==> config.mk <==
export PLATFORM = sky130hd
export DESIGN_NAME = vga_phase_seq
export DESIGN_NICKNAME = d
export VERILOG_FILES = /design/src/rtl/vga_pkg.sv /design/src/rtl/vga_phase_seq.sv
export SDC_FILE = /design/constraint.sdc
export NUM_CORES = 1
export LEC_CHECK = 0
export BUFFER_PORTS_ARGS = -buffer_cell sky130_fd_sc_hd__buf_2
export CAP_MARGIN = 10
export CORE_UTILIZATION = 50
export CTS_BUF_LIST = sky130_fd_sc_hd__clkbuf_8 sky130_fd_sc_hd__clkbuf_16
export DETAILED_ROUTE_END_ITERATION = 7
export PLACE_DENSITY_LB_ADDON = 0.1
export SLEW_MARGIN = 40
export SYNTH_ARGS = -nofsm -noshare
export SYNTH_HDL_FRONTEND = slang
export SYNTH_SLANG_ARGS = --single-unit
==> constraint.sdc <==
create_clock -name clk -period 5.7 [get_ports clk]
set_clock_uncertainty 0.05 [all_clocks]
set_input_delay 0.57 -clock clk [delete_from_list [all_inputs] [get_ports clk]]
set_output_delay 0.57 -clock clk [all_outputs]
set_load 0.05 [all_outputs]
==> src/rtl/vga_pkg.sv <==
// vga_pkg: shared definitions for the VGA timing path.
// Holds the line-phase encoding used by vga_phase_seq and anything that
// decodes its `phase` output.
package vga_pkg;

  typedef logic [2:0] phase_t;

  localparam phase_t PH_IDLE   = 3'd0;
  localparam phase_t PH_ACTIVE = 3'd1;
  localparam phase_t PH_FRONT  = 3'd2;
  localparam phase_t PH_SYNC   = 3'd3;
  localparam phase_t PH_BACK   = 3'd4;

endpackage

==> src/rtl/vga_phase_seq.sv <==
// vga_phase_seq: line timing sequencer (horizontal or vertical).
// Walks ACTIVE -> FRONT -> SYNC -> BACK, reloading an external down-counter
// with each phase length and advancing on its terminal-count pulse.
//
// Ports:
//   clk, reset          clock, async active-low reset
//   enable              run request (looked at in IDLE and at line end)
//   len_active/front/sync/back   phase lengths in clocks (0 treated as 1)
//   cnt_int             terminal-count pulse from the counter
//   cnt_set, cnt_val    counter load strobe and reload value (length - 1)
//   phase               current state encoding
//   active_out          high during ACTIVE
//   sync_out            SYNC_POL during SYNC, ~SYNC_POL otherwise
//   line_end            pulse in the last cycle of BACK
module vga_phase_seq
  import vga_pkg::*;
#(
  parameter int   W        = 32,
  parameter logic SYNC_POL = 1'b0
) (
  input  logic         clk,
  input  logic         reset,
  input  logic         enable,
  input  logic [W-1:0] len_active,
  input  logic [W-1:0] len_front,
  input  logic [W-1:0] len_sync,
  input  logic [W-1:0] len_back,
  input  logic         cnt_int,
  output logic         cnt_set,
  output logic [W-1:0] cnt_val,
  output logic [2:0]   phase,
  output logic         active_out,
  output logic         sync_out,
  output logic         line_end
);

  localparam logic [W-1:0] ONE = {{(W-1){1'b0}}, 1'b1};

  // Zero is stored as one so a later reload can never underflow.
  function automatic logic [W-1:0] clamp_len(input logic [W-1:0] l);
    return (l == '0) ? ONE : l;
  endfunction

  // Reload value for a length; 0 and 1 both map to 0, never all-ones.
  function automatic logic [W-1:0] reload(input logic [W-1:0] l);
    return (l == '0) ? '0 : l - ONE;
  endfunction

  phase_t       state_q, state_d;
  logic [W-1:0] sh_front_q, sh_front_d;
  logic [W-1:0] sh_sync_q,  sh_sync_d;
  logic [W-1:0] sh_back_q,  sh_back_d;
  logic         line_start;

  // The active length is consumed by the load issued at line start itself,
  // straight from the input, so only the three later phases need shadows.

  // State and shadow registers
  always_ff @(posedge clk or negedge reset) begin
    if (!reset) begin
      state_q    <= PH_IDLE;
      sh_front_q <= '0;
      sh_sync_q  <= '0;
      sh_back_q  <= '0;
    end else begin
      state_q    <= state_d;
      sh_front_q <= sh_front_d;
      sh_sync_q  <= sh_sync_d;
      sh_back_q  <= sh_back_d;
    end
  end

  // Next state; shadows refresh only when a new line begins
  always_comb begin
    state_d    = state_q;
    line_start = 1'b0;
    case (state_q)
      PH_IDLE: if (enable) begin
        state_d    = PH_ACTIVE;
        line_start = 1'b1;
      end
      PH_ACTIVE: if (cnt_int) state_d = PH_FRONT;
      PH_FRONT:  if (cnt_int) state_d = PH_SYNC;
      PH_SYNC:   if (cnt_int) state_d = PH_BACK;
      PH_BACK: if (cnt_int) begin
        if (enable) begin
          state_d    = PH_ACTIVE;
          line_start = 1'b1;
        end else begin
          state_d = PH_IDLE;
        end
      end
      default: state_d = PH_IDLE;
    endcase

    sh_front_d = sh_front_q;
    sh_sync_d  = sh_sync_q;
    sh_back_d  = sh_back_q;
    if (line_start) begin
      sh_front_d = clamp_len(len_front);
      sh_sync_d  = clamp_len(len_sync);
      sh_back_d  = clamp_len(len_back);
    end
  end

  // Outputs. The counter strobe is gated by reset so nothing is loaded
  // while reset holds the state in IDLE with enable high.
  always_comb begin
    cnt_set    = 1'b0;
    cnt_val    = '0;
    line_end   = 1'b0;
    phase      = state_q;
    active_out = (state_q == PH_ACTIVE);
    sync_out   = (state_q == PH_SYNC) ? SYNC_POL : ~SYNC_POL;
    if (reset) begin
      case (state_q)
        PH_IDLE: if (enable) begin
          cnt_set = 1'b1;
          cnt_val = reload(len_active);
        end
        PH_ACTIVE: if (cnt_int) begin
          cnt_set = 1'b1;
          cnt_val = reload(sh_front_q);
        end
        PH_FRONT: if (cnt_int) begin
          cnt_set = 1'b1;
          cnt_val = reload(sh_sync_q);
        end
        PH_SYNC: if (cnt_int) begin
          cnt_set = 1'b1;
          cnt_val = reload(sh_back_q);
        end
        PH_BACK: if (cnt_int) begin
          line_end = 1'b1;
          if (enable) begin
            cnt_set = 1'b1;
            cnt_val = reload(len_active);
          end
        end
        default: ;
      endcase
    end
  end

endmodule

**Word-level counts from Yosys, hierarchy flattened**

Index checks and enable logic that the tools add are counted.
Widths: inputs -> output; s select.

- Flip-flop bits (word level): 99
- Input port bits: 132
- Output and inout port bits: 39
- Logic and storage cells: 57

- $add $sub $neg: 4
- Equality and inequality tests: 9
- Mux-type cells: 30
- Reduce and logical (&&, ||, !) cells: 10

Operators by type and width:

| cell | number |
|---|---|
| $mux 32 | 13 |
| $logic_not 32->1 | 7 |
| $pmux 32 s5 | 1 |
| $sub 32x1->32 const B | 4 |
| $mux 3 | 5 |
| $pmux 3 s5 | 1 |
| $ne 2x2->1 const B | 5 |
| $mux 1 | 8 |
| $eq 3x2->1 const B | 2 |
| $reduce_and 5->1 | 1 |
| $eq 3x1->1 const B | 1 |
| $eq 3x3->1 const B | 1 |
| $logic_not 3->1 | 1 |
| $pmux 1 s3 | 1 |
| $reduce_or 3->1 | 1 |
| $pmux 1 s2 | 1 |

**Logic depth before layout (Yosys ltp)**

Gate-level depths: netlist of the first run.

- Depth after elaboration: 6
- Gate-level depth with buffers: 9
- Mapped depth without buffers: 8

**Worst setup path after synthesis of the first run**

OpenSTA, ideal clock, no wires.

- Path type: register to output
- Start: register state_q[2], in the netlist phase[2]
- End: output port cnt_val[0]
- Arrival: 3629 ps
- Data required time: 5080 ps
- Path slack: 1451 ps
- Cell stages (with the launch flop): 7
- Buffers on the path: 2
- Cells stage by stage: dfrtp_1 clkbuf_1 nor3_1 o41ai_2 or2_2 clkbuf_1 o221ai_1

- Cells in the longest elaborated chain, start to end: 3
- Elaborated cells on any way between the ends: 7
- Those cells by class: 4 x eq/ne; 2 x mux; 1 x reduce/logical

RTL lines:

| what | line | RTL |
|---|---|---|
| start: declaration | vga_phase_seq.sv:49 | `phase_t state_q, state_d;` |
| start signal: assignment | vga_phase_seq.sv:66 | `state_q <= state_d;` |
| $eq 3x1->1 | -- |  |
| named net active_out | vga_phase_seq.sv:32 | `output logic active_out,` |
| $pmux 32 s5 | vga_phase_seq.sv:116 | `case (state_q)` |
| $mux 32 | vga_phase_seq.sv:115 | `if (reset) begin` |
| end: declaration | vga_phase_seq.sv:30 | `output logic [W-1:0] cnt_val,` |

The timed path passes the listed nets, and every way through them passes these cells.

**Final worst setup path of the first run**

- Start: register sh_front_q[4]
- End: output port cnt_val[28]

- Cells in the longest elaborated chain, start to end: 5
- Elaborated cells on any way between the ends: 6
- Those cells by class: 1 x add/sub; 4 x mux; 1 x reduce/logical

RTL lines:

| what | line | RTL |
|---|---|---|
| start: declaration | vga_phase_seq.sv:50 | `logic [W-1:0] sh_front_q, sh_front_d;` |
| start signal: assignment | vga_phase_seq.sv:67 | `sh_front_q <= sh_front_d;` |
| $sub 32x1->32 or $logic_not 32->1 (tied branches) | vga_phase_seq.sv:46 | `return (l == '0) ? '0 : l - ONE;` |
| $mux 32 (*) | vga_phase_seq.sv:46 |  |
| $mux 32 (*) | vga_phase_seq.sv:121 | `PH_ACTIVE: if (cnt_int) begin` |
| $pmux 32 s5 (*) | vga_phase_seq.sv:116 |  |
| $mux 32 (*) | vga_phase_seq.sv:115 |  |

Mark *: on every way between the ends. The rest lies on a longest branch, timed or not.

==> impl_metrics.tcl, run 1 <==
set metrics [dict create \
    ys_seq_elements 99 \
    slew_headroom_pct 40.2 \
    antenna_found_initial 1 \
    synth_top_area_share_pct 33.9 \
    die-area_um2 15100 \
    post_cts_buffers 0 \
    synthesis.area_um2 7310 \
    grt_pass1_wl_um 37600 \
    cts_resized 0 \
    cts.sinks 99 \
    worstPathMaxFanout 13 \
    ys_top_cells_by_count "nand2_1, dfrtp_1, xnor2_1, nor2_1, nor4_1" \
    grt.met2_usage_pct 51.7 \
    drt_iter0_drc 719 \
    portBuffers 170 \
    fin_crit_sh_pct 78.2 \
    cp.arrival_ns 3.84 \
    post_drt_wl_per_cell_um 19.1 \
    synth-edff-count 0 \
    netlist_instances 968 \
    cp-end-kind "primary output" \
    grt_use_total_pct 33.6 \
    grt_pass1_vias 6966 \
    syn2layout_area_growth_pct 17.9 \
    cts_hold_buf 0 \
    final_cells 1295 \
    maxSlewViolCount 0 \
    ys_seq_area_share_pct 33.9 \
    synth_top_area_cell "dfrtp_1" \
    h-tree-depth 3 \
    cts-root-buf "clkbuf_16" \
    num_rows 43 \
    drive_gt1_share_pct 19.7 \
    path_class "reg -> out" \
    min_period_ns 4.46 \
    syn_avg_cell_area_um2 7.55 \
    yosysUniqueCellTypes 48 \
    p_per_area_nw_per_um2 504 \
    core-area_um2 14000 \
    cts_buffers 9 \
    worst_pin_slew_ns 0.894 \
    ant_nets 0 \
    wirelength_um 24700 \
    status "finished clean" \
    hold_viol 0 \
    place.gp.congestion 0.980 \
    cap_violations 0 \
    setup_slack_ns 1.24 \
    viasPerCell 6.00 \
    place_hpwl_um 19000 \
    die_h_um 123 \
    path_clk_slew_ns 0.07 \
    dieWidth_um 123 \
    insertion_delay_ns 0.35 \
    yosysWarnings 0 \
    dp.cells 1277 \
    pre_cts_slack_ns 1.22 \
    grt-busiest-layer "met2" \
    synth-async-reset-ratio_pct 100 \
    setup_tns_ns 0 \
    grt_max_degree 97 \
    ys_dominant_reg_cell "dfrtp_1" \
    max_freq_ghz 0.224 \
    drcViolationCount 0 \
    firstDrtPassIters 5 \
    ios 171 \
    met3_usage_pct 6.69 \
    synth.most_common_cell "nand2_1" \
    final_nets 1248 \
    rsz0062_at_grt "false" \
    synthTopCellsByArea "dfrtp_1, nand2_1, xnor2_1" \
    finalSetupViolCount 0 \
    cts_buffer_depth 2 \
    cts_tree "built" \
    grt.met1_usage_pct 47.0 \
    syn_nets 1107 \
    crit_required_ns 5.08 \
    initial_utilization_pct 52.0 \
    hold_class "in -> async" \
    overflow 0 \
    power_leakage_nw 3.84 \
    start_kind "register" \
    num_vias 7766 \
    vdd_drop_max_mv 0.252 \
]
[worst paths after layout]
kind,slack (ns),from,to,cells past startpoint
max,1.24,sh_front_q[4],cnt_val[28],8
min,0.13,reset,sh_sync_q[15],1
max reg2reg,3.40,phase[1],sh_back_q[0],5
min reg2reg,0.47,sh_front_q[30],sh_front_q[30],2
max in group asynchronous,4.51,reset,sh_back_q[3],2
min in group clk,0.36,len_back[3],sh_back_q[3],3
[sequential cells by signal, indices dropped and copies added, names as in the netlist]
register	flops
sh_front_q	32
phase	3
sh_sync_q	32
sh_back_q	32
[power by group]
group	switching, mW	total (mW)	internal [mW]
logic	1.44	2.19	0.753
registers	0.512	1.55	1.03
clock network	0.290	0.603	0.313
total	2.24	4.34	2.10
[layout make-up]
| cell class | instances | area, um2 |
|---|---|---|
| multi-input cells | 810 | 4660 |
| flip-flops and latches | 99 | 2480 |
| clock inverters | 6 | 48.8 |
| diodes | 1 | 2.50 |
| clock buffers | 10 | 239 |
| fillers | 1336 | 5430 |
| inverters | 12 | 45.0 |
| well taps | 180 | 225 |
| repair buffers | 177 | 913 |
[critical path, stage by stage, from the launching register on]
cell and delay, ns:
dfrtp_1 0.48, nor4_4 0.50, nand4_1 0.39, o41ai_4 0.89, buf_4 0.31, nor2_1 0.14, a22oi_1 0.32, o221ai_1 0.19
buf_2 0.25
[stage by stage]
stage / total power, mW / hold WS, ns / instance area (um2) / util [%]
after floorplan: 2.97 / 0.224 / 7310 / -
after global placement: 3.66 / 0.439 / 8280 / 59.0
after detailed placement: 3.68 / 0.452 / 8300 / 59.1
after CTS: 4.30 / 0.137 / 8590 / 61.2
after global routing: 4.61 / 0.162 / 8610 / 61.3
final: 4.34 / 0.126 / 8610 / 61.3
[kinds of logic (layout without fill, tap and decap cells)]
group	count (synthesis)	in the layout	share of synthesized area, %
adder cells (fa/ha/maj)	7	7	1.20
AO/OA/AOI/OAI	115	115	11.3
flip-flops	99	99	33.9
XOR/XNOR	112	112	13.4
other	0	1	0
AND/OR/NAND/NOR	576	576	36.9
buffers and inverters	59	205	3.25
[cell usage in the layout (no fill, tap or decap), types with 3 or more instances in the layout]
master       n
nand2_1    310
buf_2      169
dfrtp_1     99
xnor2_1     71
nor2_1      67
nor4_1      58
xor2_1      41
nor3_1      40
o22ai_1     34
o21ai_0     22
nand4_1     19
or3_1       16
inv_1       12
nand3_1     11
or4_1       10
a22oi_1      9
clkbuf_16    9
o221ai_1     8
a21oi_1      8
nand4b_1     7
ha_1         7
nand2b_1     6
nand3b_1     6
buf_4        6
nor4_2       5
o221a_2      5
a21o_1       5
nor4b_1      4
and2_1       4
or2_2        4
a211o_1      3
o211ai_1     3
o31ai_1      3
[metal layers]
metal	up-vias	wire length [um]
li1	3680	-
met1	3717	10900
met2	331	11100
met3	38	2100
met4	0	689
met5	-	0
(Power assumes the default switching activity.)
==> inputs of run 2 (changes only) <==
clock period = 4.35 ns   (was 5.7 ns; I/O delays follow)
==> run 2 against run 1 <==
Count of clock-buffer cells in the layout down 1. Routed wire length down 0.12%. Die area unchanged. Critical path depth unchanged. Critical endpoint unchanged.
==> impl_metrics.tcl, run 2 (synthesis gave the netlist of run 1 again) <==
set metrics [dict create \
    drive_gt1_share_pct 20.1 \
    finalSetupViolCount 0 \
    hold_class "in -> async" \
    worst_hold_slack_ns 0.169 \
    die_h_um 123 \
    cts_buffer_depth 2 \
    slew_headroom_pct 40.4 \
    cts-root-buf "clkbuf_16" \
    num_rows 43 \
    overflow 0 \
    firstDrtPassIters 5 \
    finalPower_mw 5.71 \
    max_freq_ghz 0.253 \
    fin_area_um2 8660 \
    drcViolationCount 0 \
    total_switching_power_mw 2.94 \
    reg_top3 "sh_back_q: 32 flops, sh_front_q: 32 flops, sh_sync_q: 32 flops" \
    fin_crit_sh_pct 90.9 \
    antenna_found_initial 0 \
    setup_tns_ns 0 \
    cts_tree "built" \
    dieWidth_um 123 \
    ant_nets 0 \
    num_vias 7778 \
    drt_iter0_drc 751 \
    pre_cts_slack_ns 0.614 \
    cap_violations 0 \
    p_per_area_nw_per_um2 660 \
    core-area_um2 14000 \
    path_class "reg -> out" \
    wirelength_um 24700 \
    antenna_cells 0 \
    place_hpwl_um 19000 \
    power_leakage_nw 3.88 \
    cts_hold_buf 0 \
    crit_required_ns 3.87 \
    post_cts_buffers 0 \
    cp-end-kind "primary output" \
    grt_max_degree 97 \
    grt_pass1_vias 7057 \
    cts_buffers 9 \
    place.gp.congestion 0.948 \
    status "finished clean" \
    regArea_um2 2480 \
    initial_utilization_pct 52.0 \
    hold_viol 0 \
    die-area_um2 15100 \
    seq_power_share_pct 35.4 \
    intPower_mw 2.77 \
    dpl_cell_area_um2 8380 \
    viasPerCell 5.96 \
    comb_power_share_pct 51.3 \
    worst_pin_slew_ns 0.888 \
    setup_slack_ns 0.394 \
    layout_commonest_cell "nand2_1" \
    syn2layout_area_growth_pct 18.5 \
    ios 171 \
    cts.sinks 99 \
    layout_common_cells "nand2_1, buf_2, dfrtp_1" \
    grt_use_total_pct 33.5 \
    min_period_ns 3.96 \
    h-tree-depth 3 \
    grt_pass1_wl_um 37600 \
    p_clk_share_pct 13.3 \
    rsz0062_at_grt "false" \
    multi_input_comb_area_um2 4640 \
    portBuffers 170 \
    cp.arrival_ns 3.47 \
    insertion_delay_ns 0.35 \
    fillers 1378 \
    start_kind "register" \
    vdd_drop_max_mv 0.377 \
    path_clk_slew_ns 0.07 \
    swShare_pct 51.5 \
    final_nets 1260 \
    post_drt_wl_per_cell_um 18.9 \
    cts_resized 0 \
    worstPathMaxFanout 22 \
    maxSlewViolCount 0 \
]
## run 2: cell count changes in the layout (fill, tap and decap cells not counted), sizes merged
cell      delta
buf         +12
clkinv       -2
clkbuf       -1
clkinvlp     +1
diode        -1
inv          +1
## run 2: path summary, 6_finish.rpt
check                      slack [ns]  cells past startpoint      startpoint       endpoint
hold reg to reg                  0.46                      2   sh_back_q[19]  sh_back_q[19]
min in group clk                 0.23                      3     len_back[3]   sh_back_q[3]
setup reg to reg                 1.97                      5        phase[1]   sh_back_q[0]
setup / recovery                 0.39                      8  sh_front_q[11]    cnt_val[28]
max in group asynchronous        3.00                      3           reset  sh_back_q[19]
hold / removal                   0.17                      2           reset       phase[2]
## run 2: metrics by stage
stage / utilization, % / instances
detailed placement: 59.7 / 1290
global placement: 59.6 / 1290
CTS: 61.6 / 1305
finish: 61.7 / 1305
floorplan: - / 968
global route: 61.7 / 1305
## run 2: layout make-up
cell class / count / share of cell area (%)
Clock inverter: 6 / 0.564
Tap cell: 180 / 2.60
Sequential cell: 99 / 28.6
Timing Repair Buffer: 189 / 11.5
Inverter: 12 / 0.520
Clock buffer: 9 / 2.60
Multi-Input combinational cell: 810 / 53.6
## run 2: metal layers
layer  track usage, %  share of wire (%)
met1             46.5                 44
met2             52.0                 45
met3             6.27                7.9
met4             11.7                2.8
met5                0                  0
## run 2: power by group through the flow
stage	registers [mW]	logic (mW)	clock network [mW]
floorplan	1.83	2.06	0
global placement	2.01	2.84	0
detailed placement	2.01	2.87	0
CTS	2.00	2.89	0.772
global route	2.08	3.17	0.807
finish	2.02	2.93	0.760
## run 2: worst max-delay path, stage by stage (launching register included)
cell and delay [ns]:
dfrtp_1 0.45, nor4_2 0.52, nand4_1 0.44, o41ai_4 0.42, buf_4 0.33, nor2_1 0.17, a22oi_1 0.32, o221ai_1 0.22
buf_2 0.26
